## src/rtl/response_merger_if.sv

```systemverilog
// rtl/response_merger_if.sv - response_merger input strobes, upstream handshake and error status
interface response_merger_if #(
  parameter int SRC_WIDTH     = 8,
  parameter int PAYLOAD_WIDTH = 32
);
  logic [PAYLOAD_WIDTH-1:0] rsp_local;
  logic                     new_rsp_local;
  logic [SRC_WIDTH-1:0]     rsp_down_src;
  logic [PAYLOAD_WIDTH-1:0] rsp_down;
  logic                     new_rsp_down;
  logic [SRC_WIDTH-1:0]     rsp_up_src;
  logic [PAYLOAD_WIDTH-1:0] rsp_up;
  logic                     rsp_up_valid;
  logic                     rsp_up_ready;
  logic                     err_clear;
  logic                     ovf_local;
  logic                     ovf_down;
  logic                     hop_sat;
  logic [7:0]               drop_count;

  modport master (
    output rsp_local, new_rsp_local, rsp_down_src, rsp_down, new_rsp_down,
    output rsp_up_ready, err_clear,
    input  rsp_up_src, rsp_up, rsp_up_valid, ovf_local, ovf_down, hop_sat, drop_count
  );

  modport slave (
    input  rsp_local, new_rsp_local, rsp_down_src, rsp_down, new_rsp_down,
    input  rsp_up_ready, err_clear,
    output rsp_up_src, rsp_up, rsp_up_valid, ovf_local, ovf_down, hop_sat, drop_count
  );
endinterface

```

## src/rtl/response_merger.sv

```systemverilog
// rtl/response_merger.sv - merges local and downstream responses into one upstream stream
module response_merger #(
  parameter int SRC_WIDTH     = 8,
  parameter int PAYLOAD_WIDTH = 32,
  parameter int DEPTH_LOCAL   = 4,
  parameter int DEPTH_DOWN    = 8
) (
  input logic               clock,
  input logic               reset,
  response_merger_if.slave  bus
);
  localparam int EW  = SRC_WIDTH + PAYLOAD_WIDTH;
  localparam int LAW = $clog2(DEPTH_LOCAL);
  localparam int DAW = $clog2(DEPTH_DOWN);
  localparam logic [LAW:0]           L_ONE = 1;
  localparam logic [DAW:0]           D_ONE = 1;
  localparam logic [SRC_WIDTH-1:0]   S_ONE = 1;

  logic [EW-1:0] loc_mem [DEPTH_LOCAL];
  logic [EW-1:0] down_mem [DEPTH_DOWN];

  logic [LAW:0] loc_wr_q, loc_wr_d, loc_rd_q, loc_rd_d;
  logic [DAW:0] down_wr_q, down_wr_d, down_rd_q, down_rd_d;
  logic [SRC_WIDTH-1:0]     out_src_q, out_src_d;
  logic [PAYLOAD_WIDTH-1:0] out_data_q, out_data_d;
  logic                     out_valid_q, out_valid_d;
  logic                     rr_q, rr_d;
  logic                     ovf_local_q, ovf_local_d;
  logic                     ovf_down_q, ovf_down_d;
  logic                     hop_sat_q, hop_sat_d;
  logic [7:0]               drop_q, drop_d;

  logic loc_empty, loc_full, down_empty, down_full;
  logic load, grant_loc, grant_down;
  logic push_loc, push_down, drop_loc, drop_down, src_all_ones;
  logic [SRC_WIDTH-1:0] src_inc;
  logic [7:0] drop_base, drop_add;
  logic [8:0] drop_sum;

  assign loc_empty  = (loc_wr_q == loc_rd_q);
  assign loc_full   = (loc_wr_q[LAW] != loc_rd_q[LAW]) &&
                      (loc_wr_q[LAW-1:0] == loc_rd_q[LAW-1:0]);
  assign down_empty = (down_wr_q == down_rd_q);
  assign down_full  = (down_wr_q[DAW] != down_rd_q[DAW]) &&
                      (down_wr_q[DAW-1:0] == down_rd_q[DAW-1:0]);

  assign src_all_ones = &bus.rsp_down_src;
  assign src_inc      = src_all_ones ? bus.rsp_down_src : bus.rsp_down_src + S_ONE;

  // rr_q == 0 favours the local FIFO when both hold data
  always_comb begin
    load       = !out_valid_q || bus.rsp_up_ready;
    grant_loc  = load && !loc_empty && (down_empty || !rr_q);
    grant_down = load && !down_empty && (loc_empty || rr_q);

    // a full FIFO popped this cycle frees the slot the concurrent push needs
    push_loc  = bus.new_rsp_local && (!loc_full || grant_loc);
    drop_loc  = bus.new_rsp_local && loc_full && !grant_loc;
    push_down = bus.new_rsp_down && (!down_full || grant_down);
    drop_down = bus.new_rsp_down && down_full && !grant_down;

    loc_wr_d  = push_loc   ? loc_wr_q + L_ONE  : loc_wr_q;
    loc_rd_d  = grant_loc  ? loc_rd_q + L_ONE  : loc_rd_q;
    down_wr_d = push_down  ? down_wr_q + D_ONE : down_wr_q;
    down_rd_d = grant_down ? down_rd_q + D_ONE : down_rd_q;

    out_src_d   = out_src_q;
    out_data_d  = out_data_q;
    out_valid_d = out_valid_q;
    rr_d        = rr_q;
    if (load) begin
      out_valid_d = grant_loc || grant_down;
      if (grant_loc) begin
        {out_src_d, out_data_d} = loc_mem[loc_rd_q[LAW-1:0]];
        rr_d = 1'b1;
      end else if (grant_down) begin
        {out_src_d, out_data_d} = down_mem[down_rd_q[DAW-1:0]];
        rr_d = 1'b0;
      end
    end

    ovf_local_d = (ovf_local_q && !bus.err_clear) || drop_loc;
    ovf_down_d  = (ovf_down_q && !bus.err_clear) || drop_down;
    hop_sat_d   = (hop_sat_q && !bus.err_clear) || (bus.new_rsp_down && src_all_ones);
    drop_base   = bus.err_clear ? 8'd0 : drop_q;
    drop_add    = {7'd0, drop_loc} + {7'd0, drop_down};
    drop_sum    = {1'b0, drop_base} + {1'b0, drop_add};
    drop_d      = drop_sum[8] ? 8'hFF : drop_sum[7:0];
  end

  always_ff @(posedge clock) begin
    if (push_loc)
      loc_mem[loc_wr_q[LAW-1:0]] <= {{SRC_WIDTH{1'b0}}, bus.rsp_local};
    if (push_down)
      down_mem[down_wr_q[DAW-1:0]] <= {src_inc, bus.rsp_down};
  end

  always_ff @(posedge clock or posedge reset) begin
    if (reset) begin
      loc_wr_q    <= '0;
      loc_rd_q    <= '0;
      down_wr_q   <= '0;
      down_rd_q   <= '0;
      out_src_q   <= '0;
      out_data_q  <= '0;
      out_valid_q <= 1'b0;
      rr_q        <= 1'b0;
      ovf_local_q <= 1'b0;
      ovf_down_q  <= 1'b0;
      hop_sat_q   <= 1'b0;
      drop_q      <= 8'd0;
    end else begin
      loc_wr_q    <= loc_wr_d;
      loc_rd_q    <= loc_rd_d;
      down_wr_q   <= down_wr_d;
      down_rd_q   <= down_rd_d;
      out_src_q   <= out_src_d;
      out_data_q  <= out_data_d;
      out_valid_q <= out_valid_d;
      rr_q        <= rr_d;
      ovf_local_q <= ovf_local_d;
      ovf_down_q  <= ovf_down_d;
      hop_sat_q   <= hop_sat_d;
      drop_q      <= drop_d;
    end
  end

  assign bus.rsp_up_src   = out_src_q;
  assign bus.rsp_up       = out_data_q;
  assign bus.rsp_up_valid = out_valid_q;
  assign bus.ovf_local    = ovf_local_q;
  assign bus.ovf_down     = ovf_down_q;
  assign bus.hop_sat      = hop_sat_q;
  assign bus.drop_count   = drop_q;
endmodule

```

## src/flat_wrapper.sv

```systemverilog
// flat-port wrapper written by rule: the top's interface ports become plain ports
module response_merger_flat 
#(
  parameter int SRC_WIDTH     = 8,
  parameter int PAYLOAD_WIDTH = 32,
  parameter int DEPTH_LOCAL   = 4,
  parameter int DEPTH_DOWN    = 8
)
  (clock, reset, bus_rsp_local, bus_new_rsp_local, bus_rsp_down_src, bus_rsp_down, bus_new_rsp_down, bus_rsp_up_ready, bus_err_clear, bus_rsp_up_src, bus_rsp_up, bus_rsp_up_valid, bus_ovf_local, bus_ovf_down, bus_hop_sat, bus_drop_count);
  response_merger_if #(.SRC_WIDTH(SRC_WIDTH), .PAYLOAD_WIDTH(PAYLOAD_WIDTH)) bus_i ();
  input logic clock;
  input logic reset;
  input wire logic [$bits(bus_i.rsp_local)-1:0] bus_rsp_local;
  input wire logic [$bits(bus_i.new_rsp_local)-1:0] bus_new_rsp_local;
  input wire logic [$bits(bus_i.rsp_down_src)-1:0] bus_rsp_down_src;
  input wire logic [$bits(bus_i.rsp_down)-1:0] bus_rsp_down;
  input wire logic [$bits(bus_i.new_rsp_down)-1:0] bus_new_rsp_down;
  input wire logic [$bits(bus_i.rsp_up_ready)-1:0] bus_rsp_up_ready;
  input wire logic [$bits(bus_i.err_clear)-1:0] bus_err_clear;
  output wire logic [$bits(bus_i.rsp_up_src)-1:0] bus_rsp_up_src;
  output wire logic [$bits(bus_i.rsp_up)-1:0] bus_rsp_up;
  output wire logic [$bits(bus_i.rsp_up_valid)-1:0] bus_rsp_up_valid;
  output wire logic [$bits(bus_i.ovf_local)-1:0] bus_ovf_local;
  output wire logic [$bits(bus_i.ovf_down)-1:0] bus_ovf_down;
  output wire logic [$bits(bus_i.hop_sat)-1:0] bus_hop_sat;
  output wire logic [$bits(bus_i.drop_count)-1:0] bus_drop_count;
  assign bus_i.rsp_local = bus_rsp_local;
  assign bus_i.new_rsp_local = bus_new_rsp_local;
  assign bus_i.rsp_down_src = bus_rsp_down_src;
  assign bus_i.rsp_down = bus_rsp_down;
  assign bus_i.new_rsp_down = bus_new_rsp_down;
  assign bus_i.rsp_up_ready = bus_rsp_up_ready;
  assign bus_i.err_clear = bus_err_clear;
  assign bus_rsp_up_src = bus_i.rsp_up_src;
  assign bus_rsp_up = bus_i.rsp_up;
  assign bus_rsp_up_valid = bus_i.rsp_up_valid;
  assign bus_ovf_local = bus_i.ovf_local;
  assign bus_ovf_down = bus_i.ovf_down;
  assign bus_hop_sat = bus_i.hop_sat;
  assign bus_drop_count = bus_i.drop_count;
  response_merger #(.SRC_WIDTH(SRC_WIDTH), .PAYLOAD_WIDTH(PAYLOAD_WIDTH), .DEPTH_LOCAL(DEPTH_LOCAL), .DEPTH_DOWN(DEPTH_DOWN)) u_core (.clock(clock), .reset(reset), .bus(bus_i));
endmodule
```

## config.mk

```make
export PLATFORM = sky130hd
export DESIGN_NAME = response_merger_flat
export DESIGN_NICKNAME = d
export VERILOG_FILES = /design/src/rtl/response_merger_if.sv /design/src/rtl/response_merger.sv /design/src/flat_wrapper.sv
export SDC_FILE = /design/constraint.sdc
export NUM_CORES = 1
export LEC_CHECK = 0
export ABC_CLOCK_PERIOD_IN_PS = 9500
export CELL_PAD_IN_SITES_DETAIL_PLACEMENT = 0
export CELL_PAD_IN_SITES_GLOBAL_PLACEMENT = 2
export CORE_ASPECT_RATIO = 1.25
export CORE_MARGIN = 5
export CORE_UTILIZATION = 44
export CTS_CLUSTER_DIAMETER = 200
export CTS_CLUSTER_SIZE = 25
export DETAILED_ROUTE_END_ITERATION = 10
export MAX_ROUTING_LAYER = met4
export PLACE_DENSITY = 0.89
export RECOVER_POWER = 50
export SETUP_SLACK_MARGIN = 0.2
export SLEW_MARGIN = 20
export SYNTH_ARGS = -nofsm -noshare
export SYNTH_HDL_FRONTEND = slang
export SYNTH_SLANG_ARGS = --single-unit
```

## constraint.sdc

```tcl
create_clock -name clock -period 9.5 [get_ports clock]
set_input_delay 1.425 -clock clock [delete_from_list [all_inputs] [get_ports clock]]
set_output_delay 1.425 -clock clock [all_outputs]
set_load 0.03 [all_outputs]
```

==> results.json <==
{
  "status": "finished with violations",
  "violations": "max-capacitance violations, max-slew violations",
  "antenna_found_initial": 12,
  "hold_buffers": 0,
  "pin_count": 130,
  "first_global_vias": 9746,
  "area_delta_synth_final_pct": 13.4,
  "critPathMaxFanout": 67,
  "yosys.area_share.adder_pct": 0.788,
  "min_period_over_period_pct": 58.1,
  "sequentialPowerShare_pct": 48.4,
  "dieArea_sq_um": 49900,
  "finalHoldViolCount": 0,
  "synthMuxAreaShare_pct": 15.1,
  "clock_power_share_pct": 17.3,
  "synth-simple-area-share_pct": 3.51,
  "initial_core_util_pct": 44.4,
  "max-vdd-ir-drop_mv": 0.134,
  "arrival_ps": 4740,
  "clock-sinks": 515,
  "portBuffers": 129,
  "synthXorXnorAreaFrac_pct": 1.09,
  "core_area_sq_um": 45100,
  "tightest_slew_ps": 3890,
  "slew_headroom_pct": -160,
  "power.switching_mw": 2.12,
  "sw_frac_of_total_pct": 32.1,
  "combPwrFrac_pct": 34.2,
  "max_freq_mhz": 181,
  "wirelength_um": 39200,
  "drive_above_1_share_pct": 19.4,
  "synthCells": 1004,
  "r2r-start": "u_core.down_rd_q[1]$_DFFE_PP0P_",
  "postLayoutCellArea_sq_um": 22700,
  "grt_pass1_wl_um": 60000,
  "root_buffer": "clkbuf_16",
  "crit_type": "in -> async",
  "crit_required_ps": 8720,
  "hp-class": "reg -> reg",
  "critical_path.endpoint_type": "asynchronous set/reset pin",
  "critPathLaunchType": "input port",
  "fin_setup_tns_ps": 0,
  "final_nets": 1221,
  "top_layer_used": "met4",
  "overflow": 0,
  "wl_met2_um": 20200,
  "synth_edf_count": 448,
  "postLayoutCoreUtil_pct": 50.4,
  "crit_buf_inv": 3,
  "post_drt_via_cell_ratio": 5.44,
  "dpl-instance-area_sq_um": 22000,
  "cts_tree": "built",
  "drc": 0,
  "cts.clk_slew.worst_paths_ps": 90,
  "clock_latency_ps": 550,
  "cp_top_family": "buffers and inverters",
  "die_x_um": 201,
  "path_cells": "dlygate4sd3_1 > clkinv_1 > clkbuf_1",
  "die_h_um": 248,
  "setup_viol": 0,
  "synth_seq_cells": 515,
  "p_int_mw": 4.48,
  "grt_max_degree": 68,
  "wl_met3_um": 2020,
  "crit_slowest_cell": "clkbuf_1",
  "gr-usage-all-layers_pct": 16.0,
  "drt-wirelength-per-cell_um": 22.6,
  "critPathLaunch": "reset",
  "met1_length_um": 16600,
  "drt-initial-drc-count": 673,
  "cts.repair.resized": 0,
  "p_leak_nw": 7.42,
  "p_per_area_nw_per_um2": 291,
  "skew_ps": 21.5,
  "synth_nets": 1094,
  "drv_cap": 5,
  "synth_compound_area_share_pct": 2.41,
  "ys_types": 44,
  "finalCriticalPeriod_ps": 5520,
  "synth_area_sq_um": 20000,
  "max_stage_delay_ps": 2720,
  "synthFlopType": "edfxtp_1",
  "dp_hpwl_um": 23900,
  "design_power_total_mw": 6.60,
  "yosysWarnings": 0,
  "postCtsSetupRepairBufs": 0,
  "yosysSeqAreaShare_pct": 75.6,
  "rsz0062_at_grt": "no",
  "gp_congestion": 0.743,
  "hold_start": "u_core.bus.rsp_up_src[4]$_DFFE_PP0P_",
  "drtPass1Iterations": 5,
  "cts-buffers-inserted": 24,
  "postSynthAreaPerCell_sq_um": 19.9,
  "finalMaxSlewViolations": 225,
  "h-tree-depth": 1,
  "rows": 87,
  "async_flop_share_pct": 13.0,
  "ant_nets": 0,
  "synth_top_family_by_area": "multiplexers",
  "clk_path_buf_depth": 3,
  "num_vias": 9442
}
cell usage after synthesis (all sizes together) (10+ instances only):
cell | count | area (sq um)
clkbuf | 18 | 67.6
dfrtp | 67 | 1680
inv | 11 | 41.3
xnor2 | 19 | 166
nand2 | 59 | 224
nor2 | 41 | 201
a21oi | 68 | 340
ha | 11 | 138
mux4 | 112 | 2520
buf | 33 | 201
edfxtp | 448 | 13500
mux2 | 36 | 405
nand3 | 10 | 50.1
sequential cells by signal (all words and copies together) (netlist names):
name                     flops
u_core.down_wr_q             4
u_core.loc_wr_q              3
u_core.bus.rsp_up           32
u_core.loc_mem             128
u_core.down_mem            320
u_core.loc_rd_q              3
u_core.bus.hop_sat           1
u_core.down_rd_q             4
u_core.bus.rsp_up_valid      1
u_core.bus.rsp_up_src        8
u_core.bus.ovf_down          1
u_core.rr_q                  1
u_core.bus.ovf_local         1
u_core.bus.drop_count        8
metrics by stage:
step | instances | worst slack, ps | hold slack, ps
6_report | 1735 | 3980 | 494
5_1_grt | 1734 | 2970 | 519
4_1_cts | 1726 | 5670 | 497
3_5_place_dp | 1682 | 5160 | 474
3_3_place_gp | 1682 | 5230 | 473
2_1_floorplan | 1004 | 2800 | 462
kinds of logic after synthesis:
kind of cell | after synthesis
mux | 157
buf+inv | 62
fa+ha+maj | 12
flops | 515
xor+xnor | 25
compound gates | 89
simple gates | 144
path summary, 6_finish.rpt:
check,to,slack (ps),cells after the start
setup / recovery,u_core.down_rd_q[0]$_DFFE_PP0P_,3980,3
hold / removal,u_core.bus.rsp_up_src[4]$_DFFE_PP0P_,490,2
setup reg to reg,u_core.down_rd_q[1]$_DFFE_PP0P_,4580,6
hold reg to reg,u_core.bus.rsp_up_src[4]$_DFFE_PP0P_,490,2
max in group clock,u_core.down_rd_q[1]$_DFFE_PP0P_,4580,6
min in group asynchronous,u_core.bus.ovf_down$_DFF_PP0_,2810,3
metal layers:
layer  global-route usage, %  up-vias
met4                    2.68        0
met5                       -        -
met2                    26.8      215
met1                    21.2     4948
li1                        -     4244
met3                    2.57       35
cell type report:
cell class	count	area (sq um)
antenna	8	20.0
clock buffer	43	693
clock inverter	1	11.3
fill	3611	22400
inverter	11	41.3
multi-input combinational	427	4620
sequential	515	15100
tap	578	723
timing repair buffer	152	1460
power groups by stage:
stage               registers [mW]  logic [mW]  clock network [mW]
CTS                           3.21        2.30                1.18
floorplan                     3.32        1.49                   0
global placement              3.24        2.28                   0
global route                  3.25        2.44                1.26
detailed placement            3.26        2.29                   0
finish                        3.20        2.26                1.14
cell usage in the layout, fill, tap and decap left out, drive strengths merged, types with 2 or more instances in the layout:
cell type      netlist  layout
diode                0       8
and2                 4       4
nor4                 3       3
nand2               59      59
xnor2               19      19
clkinv               0       2
mux2i                9       9
clkbuf              18      48
dlygate4sd3          0      67
nand2b               4       4
mux2                36      36
ha                  11      11
nor2b                3       3
a211oi               2       2
and3                 5       5
edfxtp             448     448
inv                 11      10
a21oi               68      68
mux4               112     112
nor2                41      41
xor2                 6       6
o211ai               2       2
buf                 33      18
a21o                 2       2
dfrtp               67      67
o21ai                9       9
clkdlybuf4s50        0      62
nor3                 6       6
nor4b                4       4
nand3               10      10
worst reg2reg max path: cells and delay by family (launching register included):
kind                   cells  cell delay [ps]
buffers and inverters      1             1810
flip-flops                 1             1280
AO/OA/AOI/OAI              1              150
multiplexers               1              430
AND/OR/NAND/NOR            2              850
XOR/XNOR                   1              290
Power figures use the tool's default switching activity.
